[src/rtl/morse_decoder.sv]
// morse_decoder: synchronizes a hand-keyed Morse line and emits packed letter/space codes on a valid/ack handshake
module morse_decoder #(
  parameter int UNIT_TICKS = 4
) (
  input  logic       clock,
  input  logic       bReset,
  input  logic       key_in,
  input  logic       code_ack,
  output logic [7:0] code,
  output logic       code_valid,
  output logic       overrun,
  output logic       busy
);
  localparam logic [8:0] DASH_T   = 9'(2 * UNIT_TICKS);
  localparam logic [8:0] LETTER_T = 9'(3 * UNIT_TICKS);
  localparam logic [8:0] WORD_T   = 9'(7 * UNIT_TICKS);
  typedef enum logic [1:0] {IDLE, MARK, SPACE, WORD} state_t;
  state_t state, state_nx;
  logic [1:0] sync;
  logic       key_s;
  logic [7:0] cnt, cnt_nx, cnt_inc;
  logic [8:0] run;
  logic [4:0] elems, elems_nx;
  logic [2:0] len, len_nx;
  logic       err, err_nx, dash, emit;
  logic [7:0] emit_code;
  assign key_s   = sync[1];
  assign cnt_inc = (cnt == 8'hFF) ? cnt : cnt + 8'd1;
  // run is the low/high run length including the sample taken on this edge
  assign run     = {1'b0, cnt} + 9'd1;
  assign dash    = {1'b0, cnt} >= DASH_T;
  assign busy    = (state == MARK) || (state == SPACE);
  always_comb begin
    state_nx  = state;
    cnt_nx    = cnt;
    elems_nx  = elems;
    len_nx    = len;
    err_nx    = err;
    emit      = 1'b0;
    emit_code = 8'h00;
    case (state)
      IDLE: if (key_s) begin
        state_nx = MARK;
        cnt_nx   = 8'd1;
      end
      MARK: if (key_s) cnt_nx = cnt_inc;
      else begin
        state_nx = SPACE;
        cnt_nx   = 8'd1;
        err_nx   = err | (len == 3'd5);
        elems_nx = (len == 3'd5) ? elems : elems | (5'(dash) << len);
        len_nx   = (len == 3'd5) ? len : len + 3'd1;
      end
      SPACE: if (key_s) begin
        state_nx = MARK;
        cnt_nx   = 8'd1;
      end else begin
        cnt_nx = cnt_inc;
        if (run >= LETTER_T) begin
          emit      = 1'b1;
          emit_code = err ? 8'hE0 : {len, elems};
          elems_nx  = 5'd0;
          len_nx    = 3'd0;
          err_nx    = 1'b0;
          state_nx  = WORD;
        end
      end
      WORD: if (key_s) begin
        state_nx = MARK;
        cnt_nx   = 8'd1;
      end else begin
        cnt_nx = cnt_inc;
        if (run >= WORD_T) begin
          emit     = 1'b1;
          state_nx = IDLE;
        end
      end
      default: state_nx = IDLE;
    endcase
  end
  always_ff @(posedge clock or negedge bReset) begin
    if (!bReset) begin
      sync       <= 2'b00;
      state      <= IDLE;
      cnt        <= 8'd0;
      elems      <= 5'd0;
      len        <= 3'd0;
      err        <= 1'b0;
      code       <= 8'h00;
      code_valid <= 1'b0;
      overrun    <= 1'b0;
    end else begin
      sync  <= {sync[0], key_in};
      state <= state_nx;
      cnt   <= cnt_nx;
      elems <= elems_nx;
      len   <= len_nx;
      err   <= err_nx;
      if (emit) begin
        if (!code_valid || code_ack) begin
          code       <= emit_code;
          code_valid <= 1'b1;
        end else overrun <= 1'b1;
      end else if (code_ack && code_valid) begin
        code_valid <= 1'b0;
        overrun    <= 1'b0;
      end
    end
  end
endmodule

[config.mk]
export PLATFORM = sky130hd
export DESIGN_NAME = morse_decoder
export DESIGN_NICKNAME = d
export VERILOG_FILES = /design/src/rtl/morse_decoder.sv
export SDC_FILE = /design/constraint.sdc
export NUM_CORES = 1
export LEC_CHECK = 0
export BUFFER_PORTS_ARGS = -buffer_cell sky130_fd_sc_hd__buf_2
export CORE_MARGIN = 2
export CORE_UTILIZATION = 60
export CTS_BUF_LIST = sky130_fd_sc_hd__clkbuf_2 sky130_fd_sc_hd__clkbuf_4 sky130_fd_sc_hd__clkbuf_8
export DETAILED_ROUTE_END_ITERATION = 6
export PLACE_DENSITY_LB_ADDON = 0.08
export SETUP_SLACK_MARGIN = 0.2
export SLEW_MARGIN = 20
export SYNTH_ARGS = -nofsm -noshare
export SYNTH_HDL_FRONTEND = slang
export SYNTH_SLANG_ARGS = --single-unit
[constraint.sdc]
create_clock -name clock -period 2.8 [get_ports clock]
set_input_delay 0.84 -clock clock [delete_from_list [all_inputs] [get_ports clock]]
set_output_delay 0.84 -clock clock [all_outputs]
set_load 0.01 [all_outputs]
==> results of run 1 <==
==> layout make-up <==
type | count | area share (%)
multi-input combinational | 144 | 49.6
sequential | 31 | 38.7
timing repair buffer | 15 | 3.87
clock buffer | 6 | 2.56
tap | 33 | 2.06
clock inverter | 2 | 1.75
inverter | 8 | 1.50
==> synthesized netlist by cell type, types with 2 or more instances <==
| cell type | instances |
|---|---|
| a21oi_1 | 12 |
| a22o_1 | 7 |
| a31o_2 | 3 |
| a31oi_1 | 7 |
| a32o_1 | 2 |
| a41oi_1 | 2 |
| and2_1 | 2 |
| buf_2 | 2 |
| buf_6 | 2 |
| clkbuf_1 | 8 |
| dfrtp_1 | 31 |
| ha_1 | 10 |
| inv_1 | 8 |
| nand2_1 | 12 |
| nand2b_1 | 4 |
| nand3_1 | 6 |
| nand3b_1 | 2 |
| nand4_1 | 2 |
| nor2_1 | 18 |
| nor2b_1 | 4 |
| nor3_1 | 4 |
| nor4b_1 | 4 |
| o21ai_0 | 17 |
| o22a_1 | 2 |
| o2bb2ai_1 | 5 |
==> worst max-delay path by stage <==
stage / slack [ns] / start / cells after the start / endpoint
after floorplan: 0.75 / cnt[0]$_DFFE_PN0P_ / 8 / cnt[0]$_DFFE_PN0P_
after global placement: 0.51 / cnt[0]$_DFFE_PN0P_ / 7 / code[2]$_DFFE_PN0P_
after detailed placement: 0.39 / cnt[0]$_DFFE_PN0P_ / 7 / code[3]$_DFFE_PN0P_
after CTS: 0.37 / cnt[0]$_DFFE_PN0P_ / 7 / code[3]$_DFFE_PN0P_
after global routing: 0.33 / cnt[0]$_DFFE_PN0P_ / 7 / code[0]$_DFFE_PN0P_
final: 0.51 / state[1]$_DFFE_PN0P_ / 3 / busy
==> routing by layer <==
metal	GRT usage [%]	vias up
met1	34.2	749
met5	0	-
met4	11.1	0
met3	6.28	6
li1	-	733
met2	36.6	33
==> state kept, by name, indices dropped and copies added, names as in the netlist <==
register	count
cnt	8
code	8
code_valid	1
elems	5
err	1
len	3
overrun	1
state	2
sync	2
==> cell families after synthesis <==
kind of cell             share of synthesized area, %
AO/OA/AOI/OAI                                    26.8
AND/OR/NAND/NOR                                  19.1
flip-flops                                       41.6
buffers and inverters                            5.16
adder cells (fa/ha/maj)                          6.71
multiplexers                                    0.604
==> cell usage in the layout (no fill, tap or decap), types with 2 or more instances in the layout <==
cell       count
dfrtp_1       31
nor2_1        18
o21ai_0       17
buf_2         14
nand2_1       12
a21oi_1       12
ha_1           9
inv_1          8
a31oi_1        7
a22o_1         7
nand3_1        6
o2bb2ai_1      5
clkbuf_4       5
nor4b_1        4
nor2b_1        4
nor3_1         4
nand2b_1       4
a31o_2         3
and2_1         2
nand3b_1       2
a41oi_1        2
nand4_1        2
o22a_1         2
a32o_1         2
==> worst reg2reg max path: stages (launching register included) <==
cell      delay, ns
dfrtp_1        0.46
ha_2           0.38
nor3b_1        0.37
a211oi_4       0.09
a22oi_4        0.29
nor2_1         0.11
o21ai_2        0.32
a22o_1         0.20
==> stage by stage <==
step	worst slack [ns]	std cells	hold slack [ns]
after floorplan	0.746	196	0.331
after global placement	0.514	231	0.341
after detailed placement	0.388	231	0.340
after CTS	0.371	239	0.369
after global routing	0.330	239	0.371
final	0.506	239	0.370
==> power groups by stage <==
stage	combinational, W	sequential, W	clock (W)
final	0.000697	0.000616	0.000369
after global routing	0.000793	0.000631	0.000397
after CTS	0.000694	0.000614	0.000381
after detailed placement	0.000685	0.000622	0
after global placement	0.000653	0.000614	0
after floorplan	0.000578	0.000576	0
==> results.py, run 1 <==
metrics = {
    "run_status": {
        "outcome": "finished clean",
    },
    "layout": {
        "fin_util_pct": 66.8,
        "multi_input_area_um2": 996,
        "seq_area_um2": 776,
        "final_net_count": 219,
        "post-route-cell-area_um2": 2010,
        "drive_above_1_share_pct": 18.9,
        "syn_to_final_growth_pct": 7.58,
        "num-fill-cells": 252,
        "num_antenna_cells": 0,
    },
    "routing": {
        "ant_nets": 0,
        "route.detailed.drc": 0,
        "drt-met1-wl_um": 1830,
        "dr.first_iter.drc_count": 77,
        "detail_route.vias_per_cell": 6.36,
        "met3_length_um": 155,
        "wl_um": 3800,
        "drt-wirelength-per-cell_um": 15.9,
        "wl_met2_um": 1750,
        "vias": 1521,
        "routed.top_layer": "met4",
        "first_pass_iters": 4,
    },
    "sta": {
        "setup_viol": 0,
        "rsz0062_at_grt": "false",
        "hold_viol_final": 0,
        "min_period_ns": 2.29,
        "drv_slew": 0,
        "timing.final.crit_share_pct": 81.9,
        "tns_ns": 0,
        "slew_headroom_pct": 55.3,
        "finalClockSkew_ns": 0.00756,
        "tightest_slew_ns": 0.671,
        "fmax_ghz": 0.436,
    },
    "floorplanning": {
        "ios": 15,
        "fp.dieArea_um2": 3570,
        "rows": 20,
        "fp.dieW_um": 59.8,
        "start_util_pct": 62.1,
        "die_h_um": 59.8,
        "core-area_um2": 3000,
    },
    "global_routing": {
        "grt_max_degree": 32,
        "overflow": 0,
        "grt.total_usage_pct": 24.8,
        "grt_pass1_wl_um": 6690,
        "grt_pass1_vias": 1524,
        "antenna_found_initial": 0,
    },
    "placed_design": {
        "port_buffers": 14,
        "hpwl_um": 2720,
        "place_area_um2": 1920,
        "place.gp.congestion": 0.910,
    },
    "setup_path": {
        "critPathRequiredTime_ns": 1.96,
        "critPathMaxStageDelay_ns": 0.43,
        "worstPathCellList": "inv_1, ha_1, buf_2",
        "cp.buffers_inverters": 2,
        "criticalPathCategory": "reg2out",
        "reg2reg_slack_ns": 0.51,
        "start_kind": "register",
        "crit_fanout": 6,
        "rr_endpoint": "code[3]$_DFFE_PN0P_",
        "r2r_start": "cnt[0]$_DFFE_PN0P_",
        "crit_path_end_kind": "output pin",
        "path_delay_family": "flip-flops",
        "rr_worst_depth": 7,
        "cp_slowest_cell": "dfrtp_1",
        "cp_data_arrival_time_ns": 1.45,
    },
    "cts": {
        "cts_tree": "built",
        "clkLatencyLatePin_ns": 0.34,
        "cts_max_level": 2,
        "path_clk_slew_ns": 0.10,
        "ctsResizeCount": 0,
        "ctsHoldBuffers": 0,
        "cts_setup_buffers": 0,
        "cts_sinks": 31,
        "cts-buffers-inserted": 5,
        "clock-root-buffer": "clkbuf_4",
        "cts_max_path_buffers": 2,
    },
    "synth": {
        "yosys_warnings": 0,
        "async_reset_ff_share_pct": 100,
        "synth-seq-cells": 31,
        "synthTopCellsByArea": "dfrtp_1, ha_1, o21ai_0, nor2_1, a22o_1",
        "syn-cell-area_um2": 1870,
        "ys_types": 45,
        "synth.top_cell.area_share_pct": 41.6,
        "synth-edff-count": 0,
        "synth_ff_type": "dfrtp_1",
        "synthCells": 196,
        "ys_seq_area_share_pct": 41.6,
        "synth_area_leader_cell": "dfrtp_1",
        "synth_area_per_cell_um2": 9.52,
        "synthesis.nets": 210,
    },
    "power_and_ir_drop": {
        "seqPwrFrac_pct": 36.6,
        "swShare_pct": 40.6,
        "clkPwrFrac_pct": 22.0,
        "p_sw_w": 0.000683,
        "p_per_area_nw_per_um2": 838,
        "p_int_w": 0.000999,
        "vdd_drop_max_mv": 0.555,
        "p_comb_share_pct": 41.4,
        "power_leakage_nw": 0.932,
        "power_w": 0.00168,
    },
    "hold_path": {
        "hold_path_class": "reg2reg",
        "min_to": "sync[1]$_DFF_PN0_",
        "holdCritStartpoint": "sync[0]$_DFF_PN0_",
        "hold_depth": 0,
    },
    "run": {
        "drv_cap": 0,
    },
}
No activity file was read; power rests on OpenSTA's default activity.
==> run 2: changes to the inputs <==
- ABC_AREA: default -> 1
- CORE_UTILIZATION: 60 -> 56
- clock period: 2.8 -> 2 ns (I/O delays scaled with it)
==> run 2 against run 1 <==
Hold slack lost 0.073 ns. Cell count grew 46%. Clock skew grew 0.0038 ns. Critical path depth grew 8. Via count grew 22%. Sequential power grew 47%. Sequential share of layout area shrank 7.1 points. Register-to-register slack lost 0.31 ns. Clock power grew 40%. Power grew 73%. Critical endpoint is now code[4]$_DFFE_PN0P_. Largest power group unchanged.
==> results.py, run 2 <==
metrics = {
    "cts": {
        "cts_max_level": 2,
        "path_clk_slew_ns": 0.11,
        "clkLatencyLatePin_ns": 0.34,
        "cts_max_path_buffers": 2,
        "ctsHoldBuffers": 0,
        "clock-root-buffer": "clkbuf_4",
        "cts_sinks": 31,
        "cts-buffers-inserted": 5,
        "cts_tree": "built",
    },
    "sta": {
        "drv_slew": 0,
        "setup_viol": 0,
        "timing.final.crit_share_pct": 90.3,
        "min_period_ns": 1.81,
        "finalClockSkew_ns": 0.0114,
        "fmax_ghz": 0.554,
        "tns_ns": 0,
        "rsz0062_at_grt": "true",
        "tightest_slew_ns": 0.716,
        "slew_headroom_pct": 52.3,
        "hold_viol_final": 0,
    },
    "setup_path": {
        "crit_path_end_kind": "register",
        "cp.buffers_inverters": 2,
        "critPathMaxStageDelay_ns": 0.43,
        "criticalPathCategory": "reg2reg",
        "cp_slowest_cell": "dfrtp_1",
        "reg2reg_slack_ns": 0.19,
        "rr_worst_depth": 11,
        "cp_data_arrival_time_ns": 2.03,
        "r2r_start": "cnt[1]$_DFFE_PN0P_",
        "rr_endpoint": "code[4]$_DFFE_PN0P_",
        "critPathRequiredTime_ns": 2.23,
        "worstPathCellList": "ha_4, nor2_1, nor2_4, buf_4, nand3_1, nand3_1, nand2_2, nand2_8, buf_6, nand3_1, nand2_1",
        "crit_fanout": 7,
        "cp_common_cell": "nand3_1",
        "start_kind": "register",
        "path_delay_family": "simple AND/OR/NAND/NOR gates",
    },
    "global_routing": {
        "grt.total_usage_pct": 24.4,
        "grt_pass1_vias": 1702,
        "grt_pass1_wl_um": 7670,
        "grt_max_degree": 32,
        "antenna_found_initial": 0,
        "overflow": 0,
    },
    "placed_design": {
        "hpwl_um": 3040,
        "port_buffers": 14,
        "place.gp.congestion": 0.971,
        "placed_cells": 329,
    },
    "layout": {
        "num_antenna_cells": 0,
        "reg_top3": "cnt x8, code x8, elems x5",
        "fin_util_pct": 74.0,
        "syn_to_final_growth_pct": 26.1,
        "drive_above_1_share_pct": 29.1,
        "final_net_count": 315,
        "fin_cells": 348,
        "final_cell_mix": "nand2_1, nor2_1, dfrtp_1, nand3_1, inv_1",
        "mostFrequentLayoutCell": "nand2_1",
    },
    "power_and_ir_drop": {
        "power_w": 0.00291,
        "vdd_drop_max_mv": 0.851,
        "power_leakage_nw": 1.30,
        "p_per_area_nw_per_um2": 1180,
    },
    "floorplanning": {
        "ios": 15,
        "start_util_pct": 58.7,
        "fp.dieArea_um2": 3990,
        "rows": 21,
        "core-area_um2": 3340,
        "die_h_um": 63.2,
        "fp.dieW_um": 63.2,
    },
    "synth": {
        "synthesis.nets": 281,
        "synth_area_leader_cell": "dfrtp_1",
        "synth.most_common_cell": "nand2_1",
        "synth-seq-cells": 31,
        "syn-cell-area_um2": 1960,
        "synth_area_per_cell_um2": 7.34,
        "synth_ff_type": "dfrtp_1",
        "synthTopCellsByArea": "dfrtp_1, nand2_1, nand3_1, ha_1, nor2_1",
        "synth.top_cell.area_share_pct": 39.6,
        "synth-edff-count": 0,
        "yosys_warnings": 0,
        "synthCells": 267,
        "async_reset_ff_share_pct": 100,
        "synthTopCellsByCount": "nand2_1, nand3_1, nor2_1",
        "ys_seq_area_share_pct": 39.6,
        "ys_types": 28,
    },
    "routing": {
        "first_pass_iters": 4,
        "route.detailed.drc": 0,
        "ant_nets": 0,
        "wl_um": 4620,
        "vias": 1858,
        "dr.first_iter.drc_count": 109,
        "detail_route.vias_per_cell": 5.34,
        "drt-wirelength-per-cell_um": 13.3,
    },
    "run": {
        "drv_cap": 0,
    },
    "hold_path": {
        "hold_path_class": "in2async",
    },
    "run_status": {
        "outcome": "finished clean",
    },
}
==> run 2: kinds of logic after synthesis <==
group,share of synthesized area (%)
xor gates and xnor gates,0.447
AOI/OAI and AO/OA,7.47
adders and majority gates,6.39
and+or+nand+nor,37.8
DFF,39.6
buffers and inverters,8.30
==> run 2: layout make-up <==
class	instances	area, um^2
Fill cell	257	867
Tap cell	46	57.6
Clock inverter	2	35.0
Timing Repair Buffer	32	230
Inverter	34	133
Multi-Input combinational cell	197	1180
Clock buffer	6	51.3
Sequential cell	31	778
==> run 2: layer usage <==
metal | part of all wire, % | GRT usage, % | vias to the layer above
met5 | 0 | 0 | -
met4 | 2.1 | 8.33 | 0
met3 | 5.9 | 4.82 | 12
met2 | 47 | 38.7 | 62
met1 | 45 | 33.3 | 863
li1 | - | - | 921
==> run 2: per-stage QoR <==
step                      cell area [um^2]  setup WS (ns)  hold slack, ns
after floorplan                       1960          0.306           0.304
after global placement                2100          0.181           0.333
after detailed placement              2100          0.154           0.336
after CTS                             2240          0.201           0.319
after global routing                  2470          0.123           0.351
final                                 2470          0.195           0.298
==> run 2: where the power goes <==
group | internal (W) | switching [W] | total [W] | leakage [nW]
clock network | 0.000295 | 0.000222 | 0.000517 | 0.0482
registers | 0.000755 | 0.000151 | 0.000905 | 0.410
logic | 0.000632 | 0.000853 | 0.00149 | 0.843
total | 0.00168 | 0.00123 | 0.00291 | 1.30
==> run 2: worst reg2reg max path, stage by stage, from the launching register on <==
cell	delay, ns
dfrtp_1	0.43
ha_4	0.19
nor2_1	0.17
nor2_4	0.07
buf_4	0.14
nand3_1	0.11
nand3_1	0.10
nand2_2	0.12
nand2_8	0.08
buf_6	0.14
nand3_1	0.08
nand2_1	0.07
==> run 2: repair_timing <==
action | in CTS | in global routing
resized for setup | 9 | 41
pin swaps | 3 | 18
endpoints found under the setup margin | 17 | 20
setup buffers | 2 | 8
cloned | 0 | 1
==> run 2: how the worst max path moves through the flow <==
stage,start,end,cells after the start
2_1_floorplan,cnt[0]$_DFFE_PN0P_,len[2]$_DFFE_PN0P_,13
3_3_place_gp,cnt[0]$_DFFE_PN0P_,code[2]$_DFFE_PN0P_,12
3_5_place_dp,cnt[0]$_DFFE_PN0P_,code[2]$_DFFE_PN0P_,12
4_1_cts,cnt[3]$_DFFE_PN0P_,code[2]$_DFFE_PN0P_,12
5_1_grt,cnt[0]$_DFFE_PN0P_,code[5]$_DFFE_PN0P_,12
6_report,cnt[1]$_DFFE_PN0P_,code[4]$_DFFE_PN0P_,11
